**src/rtl/cu_mc_pkg.sv**
```systemverilog
// Shared types and constants for the multi-channel control unit.
// Holds the FSM state encoding, error codes and a constant-safe clog2.
package cu_mc_pkg;

  typedef enum logic [2:0] {
    ST_IDLE,
    ST_START,
    ST_WRITE,
    ST_PRE,
    ST_TRIG,
    ST_WAIT,
    ST_POST,
    ST_READ
  } state_t;

  localparam logic [1:0] ERR_NONE    = 2'd0;
  localparam logic [1:0] ERR_TIMEOUT = 2'd1;
  localparam logic [1:0] ERR_OVERRUN = 2'd2;
  localparam logic [1:0] ERR_SPUR    = 2'd3;

  function automatic int clog2(input int v);
    int r;
    for (r = 0; (1 << r) < v; r++) begin
    end
    return r;
  endfunction

endpackage

```
**src/rtl/cu_fs_sync.sv**
```systemverilog
// Two-flop synchroniser for an asynchronous strobe, followed by a
// rising-edge detector; pulse is high for one clk cycle per rising edge.
module cu_fs_sync (
  input  logic clk,
  input  logic rst_n,
  input  logic async_in,
  output logic pulse
);

  logic sync1_q, sync1_d;
  logic sync2_q, sync2_d;
  logic prev_q, prev_d;

  always_comb begin
    sync1_d = async_in;
    sync2_d = sync1_q;
    prev_d  = sync2_q;
  end

  always_ff @(posedge clk or negedge rst_n) begin
    if (!rst_n) begin
      sync1_q <= 1'b0;
      sync2_q <= 1'b0;
      prev_q  <= 1'b0;
    end else begin
      sync1_q <= sync1_d;
      sync2_q <= sync2_d;
      prev_q  <= prev_d;
    end
  end

  assign pulse = sync2_q & ~prev_q;

endmodule

```
**src/rtl/cu_mc_ctrl.sv**
```systemverilog
// Multi-channel control unit: per frame, cycles each active channel through
// write / FA trigger / read, with timeout, overrun and spurious-done errors.
module cu_mc_ctrl
  import cu_mc_pkg::*;
#(
  parameter  int NUM_CH      = 8,
  parameter  int CNT_PRE_FA  = 3,
  parameter  int CNT_POST_FA = 3,
  parameter  int FA_TIMEOUT  = 255,
  localparam int CH_W        = clog2(NUM_CH)
) (
  input  logic            clk,
  input  logic            reset,
  input  logic            s_fs,
  input  logic [CH_W:0]   num_ch,
  input  logic            fa_done,
  input  logic            err_clr,
  output logic            dly_strb,
  output logic            fa_trig,
  output logic [CH_W-1:0] channel_cnt,
  output logic            wr_clk,
  output logic [CH_W-1:0] wr_addr,
  output logic            rd_clk,
  output logic [CH_W-1:0] rd_addr,
  output logic            error,
  output logic [1:0]      err_code
);

  localparam int TMR_MAX_PP = (CNT_PRE_FA > CNT_POST_FA) ? CNT_PRE_FA : CNT_POST_FA;
  localparam int TMR_MAX    = (TMR_MAX_PP > FA_TIMEOUT) ? TMR_MAX_PP : FA_TIMEOUT;
  localparam int TMR_W      = clog2(TMR_MAX + 1);

  localparam logic [TMR_W-1:0] PRE_LAST  = TMR_W'((CNT_PRE_FA > 0) ? CNT_PRE_FA - 1 : 0);
  localparam logic [TMR_W-1:0] POST_LAST = TMR_W'((CNT_POST_FA > 0) ? CNT_POST_FA - 1 : 0);
  localparam logic [TMR_W-1:0] TMO_LAST  = TMR_W'(FA_TIMEOUT - 1);

  state_t            state_q, state_d;
  logic [CH_W-1:0]   cnt_q, cnt_d;
  logic [CH_W:0]     nch_q, nch_d;
  logic [TMR_W-1:0]  tmr_q, tmr_d;
  logic              error_q, error_d;
  logic [1:0]        code_q, code_d;
  logic              fs_pulse, last_ch, ovr, tmo, spur;
  logic [1:0]        new_code;

  function automatic logic [CH_W:0] clamp_nch(input logic [CH_W:0] n);
    if (n == '0)                     return (CH_W+1)'(1);
    else if (n > (CH_W+1)'(NUM_CH))  return (CH_W+1)'(NUM_CH);
    else                             return n;
  endfunction

  cu_fs_sync u_fs_sync (
    .clk      (clk),
    .rst_n    (reset),
    .async_in (s_fs),
    .pulse    (fs_pulse)
  );

  assign last_ch = ({1'b0, cnt_q} == (nch_q - (CH_W+1)'(1)));

  always_ff @(posedge clk or negedge reset) begin
    if (!reset) begin
      state_q <= ST_IDLE;
      cnt_q   <= '0;
      nch_q   <= (CH_W+1)'(1);
      tmr_q   <= '0;
      error_q <= 1'b0;
      code_q  <= ERR_NONE;
    end else begin
      state_q <= state_d;
      cnt_q   <= cnt_d;
      nch_q   <= nch_d;
      tmr_q   <= tmr_d;
      error_q <= error_d;
      code_q  <= code_d;
    end
  end

  always_comb begin
    state_d = state_q;
    tmo     = 1'b0;
    case (state_q)
      ST_IDLE:  if (fs_pulse) state_d = ST_START;
      ST_START: state_d = ST_WRITE;
      ST_WRITE: state_d = (CNT_PRE_FA == 0) ? ST_TRIG : ST_PRE;
      ST_PRE:   if (tmr_q == PRE_LAST) state_d = ST_TRIG;
      ST_TRIG:  state_d = ST_WAIT;
      ST_WAIT: begin
        // A done arriving on the expiry cycle wins over the timeout.
        if (fa_done) begin
          state_d = (CNT_POST_FA == 0) ? ST_READ : ST_POST;
        end else if (tmr_q == TMO_LAST) begin
          tmo     = 1'b1;
          state_d = (CNT_POST_FA == 0) ? ST_READ : ST_POST;
        end
      end
      ST_POST:  if (tmr_q == POST_LAST) state_d = ST_READ;
      ST_READ:  state_d = last_ch ? ST_IDLE : ST_WRITE;
      default:  state_d = ST_IDLE;
    endcase
    ovr  = fs_pulse && (state_q != ST_IDLE);
    spur = fa_done && (state_q != ST_WAIT);
    if (ovr) state_d = ST_START;
  end

  always_comb begin
    cnt_d = cnt_q;
    nch_d = nch_q;
    if (state_q == ST_START) begin
      cnt_d = '0;
      nch_d = clamp_nch(num_ch);
    end else if (state_q == ST_READ && !last_ch) begin
      cnt_d = cnt_q + CH_W'(1);
    end

    // One timer serves PRE, WAIT and POST; it restarts on every state change.
    if (state_d != state_q)
      tmr_d = '0;
    else if (state_q == ST_PRE || state_q == ST_WAIT || state_q == ST_POST)
      tmr_d = tmr_q + TMR_W'(1);
    else
      tmr_d = tmr_q;

    new_code = ovr ? ERR_OVERRUN : (tmo ? ERR_TIMEOUT : ERR_SPUR);
    error_d  = error_q;
    code_d   = code_q;
    if (err_clr) begin
      error_d = 1'b0;
      code_d  = ERR_NONE;
    end
    if ((ovr || tmo || spur) && (!error_q || err_clr)) begin
      error_d = 1'b1;
      code_d  = new_code;
    end
  end

  always_comb begin
    dly_strb    = (state_q == ST_START);
    wr_clk      = (state_q == ST_WRITE);
    fa_trig     = (state_q == ST_TRIG);
    rd_clk      = (state_q == ST_READ);
    channel_cnt = cnt_q;
    wr_addr     = cnt_q;
    rd_addr     = cnt_q;
    error       = error_q;
    err_code    = code_q;
  end

endmodule

```
**config.mk**
```make
export PLATFORM = sky130hd
export DESIGN_NAME = cu_mc_ctrl
export DESIGN_NICKNAME = d
export VERILOG_FILES = /design/src/rtl/cu_mc_pkg.sv /design/src/rtl/cu_fs_sync.sv /design/src/rtl/cu_mc_ctrl.sv
export SDC_FILE = /design/constraint.sdc
export NUM_CORES = 1
export LEC_CHECK = 0
export CAP_MARGIN = 20
export CORE_ASPECT_RATIO = 1.75
export CORE_MARGIN = 1
export CORE_UTILIZATION = 40
export DETAILED_ROUTE_END_ITERATION = 10
export PLACE_DENSITY_LB_ADDON = 0.15
export REMOVE_ABC_BUFFERS = 1
export SLEW_MARGIN = 10
export SYNTH_ARGS = -nofsm -noshare
export SYNTH_HDL_FRONTEND = slang
export SYNTH_HIERARCHICAL = 1
export SYNTH_SLANG_ARGS = --single-unit
```
**constraint.sdc**
```tcl
create_clock -name clk -period 2.6 [get_ports clk]
set_clock_uncertainty 0.1 [all_clocks]
set_input_delay 0.39 -clock clk [delete_from_list [all_inputs] [get_ports clk]]
set_output_delay 0.39 -clock clk [all_outputs]
set_load 0.01 [all_outputs]
```
# Word-level counts from Yosys, hierarchy flattened
# Cells that the tools add are included.
# op_classes
n_eq_ne	12
n_lt_le_gt_ge	1
bitwise	2
addsub	3
muxes	23
n_reduce_logical	17
# op_table
op	n
$mux 3	8
$pmux 3 s8	1
$mux 8	2
$eq 3x3->1 const B	4
$mux 2	5
$add 8x1->8 const B	1
$eq 8x2->1 const B	1
$eq 8x8->1 const B	1
$mux 4	2
$eq 3x2->1 const B	2
$reduce_bool 2->1	3
$logic_or 1x1->1	5
$mux 1	5
$eq 3x4->1	1
$gt 4x4->1 const B	1
$logic_and 1x1->1	4
$logic_not 4->1	1
$sub 4x1->4 const B	1
$add 3x1->3 const B	1
$eq 3x1->1 const B	1
$logic_not 3->1	1
$ne 3x3->1	1
$ne 3x3->1 const B	1
$reduce_bool 3->1	1
other kinds (3)	4
# totals
output_inout_bits	16
word_cells	67
ff_bits	24
inputBits	9

# Longest topological paths before layout
# depth
depth_word	8
ltp_mapped	7
depth_no_buf	6

# Hierarchy
# Netlist, hierarchy kept.
# by_module_without_submodules
mod	cells_per_inst	instances	area_each_um2	seq_area_each_um2
cu_mc_ctrl	154	1	1415.1	526.8
cu_fs_sync	4	1	88.8	75.1

# Least setup slack after synthesis
# OpenSTA, ideal clock, no wires.
# synth_timing
path_kind	register to register
startpoint	register tmr_q[0]
endpoint	register tmr_q[7]
n_path_buf	0
path_stages_with_launch	7
setup_ns	0.126
setup_slack_ns	0.817
arrival_ns	1.556
path_cell_list	dfrtp_1 > inv_1 > ha_1 > nor3b_1 > a211oi_1 > o21ai_1 > o2bb2a_1
# synth_via
elab_chain_len	7
# synth_lines
item	line	text
start, declared	cu_mc_ctrl.sv:40	logic [TMR_W-1:0] tmr_q, tmr_d;
start signal, assigned	cu_mc_ctrl.sv:73	tmr_q <= tmr_d;
$eq 8x8->1	cu_mc_ctrl.sv:92	end else if (tmr_q == TMO_LAST) begin
$mux 3	cu_mc_ctrl.sv:92	
$mux 3	cu_mc_ctrl.sv:90	if (fa_done) begin
$pmux 3 s8	cu_mc_ctrl.sv:82	case (state_q)
$mux 3	cu_mc_ctrl.sv:103	if (ovr) state_d = ST_START;
$ne 3x3->1	cu_mc_ctrl.sv:117	if (state_d != state_q)
$mux 8 / $reduce_bool 2->1 (equally long branches)	--	
# Parallel ways exist; a longest one is shown, timed or not. The select of a mux whose other input is x is not followed.
# A chain may end at the register's enable or synchronous reset.

# Final worst setup path
# layout_timing
startpoint	register state_q[1]
endpoint	output dly_strb
# layout_via
elab_chain_len	1
# layout_lines
item	line	text
start, declared	cu_mc_ctrl.sv:37	state_t state_q, state_d;
start signal, assigned	cu_mc_ctrl.sv:70	state_q <= state_d;
$eq 3x1->1	cu_mc_ctrl.sv:138	dly_strb = (state_q == ST_START);
end, declared	cu_mc_ctrl.sv:18	output logic dly_strb,
# No other way between the ends.

==> impl_metrics.json <==
{
  "tns_ns": 0,
  "cp.required_ns": 2.11,
  "numCtsBuffers": 3,
  "ant_nets": 0,
  "tritoncts": "built",
  "grt_pass1_vias": 1271,
  "fin_crit_ns": 2.448,
  "peakVddDrop_mv": 0.5265,
  "ys_async_sr_fraction_pct": 100.0,
  "cts.reportedPaths.clkPinSlew_ns": 0.09,
  "grt-ovfl-total": 0,
  "worstSetupEndpointType": "output pin",
  "wl_um": 3439,
  "htree_levels": 1,
  "fin_ws_ns": 0.1517,
  "setup_viol": 0,
  "drt_pass1_iterations": 4,
  "finalMaxSlewViolations": 0,
  "hold_viol_final": 0,
  "fin_area_um2": 1823,
  "preCtsSetupSlack_ns": 0.4848,
  "hp-class": "flip-flop to flip-flop",
  "rows": 29,
  "synth_edf_count": 0,
  "syn_area_um2": 1504,
  "wire_per_inst_um": 15.35,
  "synth_warnings": 6,
  "critPathMaxFanout": 13,
  "die-height_um": 83.12,
  "cp.arrival_ns": 1.96,
  "place_hpwl_um": 2571,
  "drc_errors": 0,
  "grt_pass1_wl_um": 5913,
  "syn_to_final_growth_pct": 21.21,
  "cp_slowest_stage_delay_ns": 0.56,
  "vias": 1244,
  "min_period_over_period_pct": 94.16,
  "fill_cells": 327,
  "fmax_mhz": 408.5,
  "start_kind": "flip-flop",
  "synth_ff_type": "dfrtp_1",
  "core-area_um2": 3592,
  "dpl-instance-area_um2": 1752,
  "root_buffer": "clkbuf_8",
  "final_layout_size_suffix_gt1_share_pct": 11.24,
  "cp_slowest_cell": "clkdlybuf4s50_1",
  "avgSynthCellArea_um2": 9.519,
  "gp_congestion": 0.9193,
  "cts_buffer_depth": 2,
  "grt_max_degree": 25,
  "final_util_pct": 50.75,
  "whs_ns": 0.2604,
  "power_leakage_nw": 0.7365,
  "rsz0062_at_grt": "false",
  "num_io_pins": 25,
  "antenna_cells": 0,
  "synthDistinctLibCells": 48,
  "crit_type": "flip-flop to output pin",
  "clock_latency_ns": 0.27,
  "initial_core_util_pct": 41.87,
  "run_status": "complete, no violations",
  "final_cell_mix": "24 x clkdlybuf4s50_1, 23 x dfrtp_1, 15 x nand2_1, 12 x a21oi_1",
  "maxCapViolCount": 0,
  "avgViaCountPerCell": 5.554,
  "p_per_area_nw_per_um2": 839.4,
  "grt_usage_pct": 18.65,
  "ys_seq_elements": 24,
  "nNetsFinal": 192,
  "slew-limit-headroom_pct": 66.25,
  "crit_chain": "nand3b_1 -> inv_2 -> clkdlybuf4s50_1",
  "antenna_found_initial": 0,
  "syn_inst": 158,
  "die_area_um2": 4019,
  "postCtsSetupBuffers": 0,
  "seq_area_frac_synth_pct": 40.02,
  "port_buffers": 24,
  "cts_resized": 0,
  "cts.sinks": 24,
  "worstMarginPinSlew_ns": 0.5029,
  "final_common_cell": "clkdlybuf4s50_1",
  "die_w_um": 48.35,
  "drt_iter0_drc": 25,
  "cts_hold_buf": 0
}
power by group:
part	internal [mW]	total [mW]	switching, mW
Sequential	0.451	0.545	0.0939
Combinational	0.283	0.650	0.366
Clock	0.206	0.335	0.129
Total	0.941	1.53	0.589
through the flow:
| step | total power [mW] | instances |
|---|---|---|
| after global routing | 1.645 | 224 |
| after detailed placement | 1.206 | 220 |
| after CTS | 1.544 | 224 |
| after global placement | 1.181 | 220 |
| final | 1.530 | 224 |
| after floorplan | 0.9622 | 146 |
flip-flops by register name (all words and copies together), names as in the netlist:
name,flops
tmr_q,8
u_fs_sync/prev_d,1
channel_cnt,3
nch_q,4
state_q,3
err_code,2
u_fs_sync/sync1_q,1
u_fs_sync/prev_q,1
error,1
path summary, 6_finish.rpt:
path / start / to / slack [ns] / cells past startpoint
max: state_q[1]$_DFF_PN0_ / dly_strb / 0.15 / 3
min: u_fs_sync/sync1_q$_DFF_PN0_ / u_fs_sync/prev_d$_DFF_PN0_ / 0.26 / 0
max reg2reg: tmr_q[0]$_DFFE_PN0P_ / tmr_q[7]$_DFFE_PN0P_ / 0.59 / 6
min reg2reg: u_fs_sync/sync1_q$_DFF_PN0_ / u_fs_sync/prev_d$_DFF_PN0_ / 0.26 / 0
max in group asynchronous: reset / nch_q[0]$_DFFE_PN1P_ / 1.74 / 2
min in group asynchronous: reset / tmr_q[7]$_DFFE_PN0P_ / 0.38 / 2
kinds of logic (layout without fill, tap and decap cells):
logic type / Yosys count / count (layout) / share of synthesized area, %
buffers and inverters: 22 / 42 / 7.819
adders and majority gates: 4 / 4 / 3.328
AOI/OAI and AO/OA: 41 / 41 / 19.14
xor gates and xnor gates: 11 / 11 / 7.821
DFF: 24 / 24 / 40.02
and+or+nand+nor: 53 / 53 / 19.80
muxes: 3 / 3 / 2.080
cells in the mapped netlist (2+ instances only):
library cell   n  area share, %
a2111oi_2      3            3.0
a211oi_1       3            1.5
a21oi_1       12            4.0
a311oi_1       2            1.2
and3_1         3            1.2
and4_1         2            1.2
buf_2          4            1.3
buf_4          6            3.0
dfrtp_1       23             38
ha_1           4            3.3
inv_1          9            2.2
mux2i_1        2            1.3
nand2_1       15            3.7
nand2b_1       3            1.2
nand3_1        2           0.67
nand3b_1       4            2.0
nor2_1         7            1.7
nor3_1         5            1.7
nor3b_1        2            1.0
o21ai_0        9            3.0
o21ai_1        3            1.0
or3_1          2           0.83
xnor2_1        6            3.5
xor2_1         3            1.7
per-layer routing:
layer	global-route usage, %	vias to the layer above	share of wire, %	routed length [µm]
met5	0	-	0	0
met4	7.754	0	2.6	91
met3	1.832	8	3.5	120
met2	35.34	39	55	1875
met1	20.47	596	39	1352
li1	-	601	-	-
critical path, delay by kind of cell (launching register included):
kind	cells	cell delay, ns
buffers and inverters	2	0.77
DFF	1	0.52
and+or+nand+nor	1	0.39
layout make-up:
class | instances | area, µm² | share of cell area, %
multi-input combinational | 112 | 784.5 | 43.03
timing repair buffer | 28 | 270.3 | 14.82
tap | 46 | 57.56 | 3.157
inverter | 10 | 37.54 | 2.059
clock buffer | 3 | 41.29 | 2.265
sequential | 24 | 601.8 | 33.01
clock inverter | 1 | 30.03 | 1.647
(Power assumes the default switching activity.)
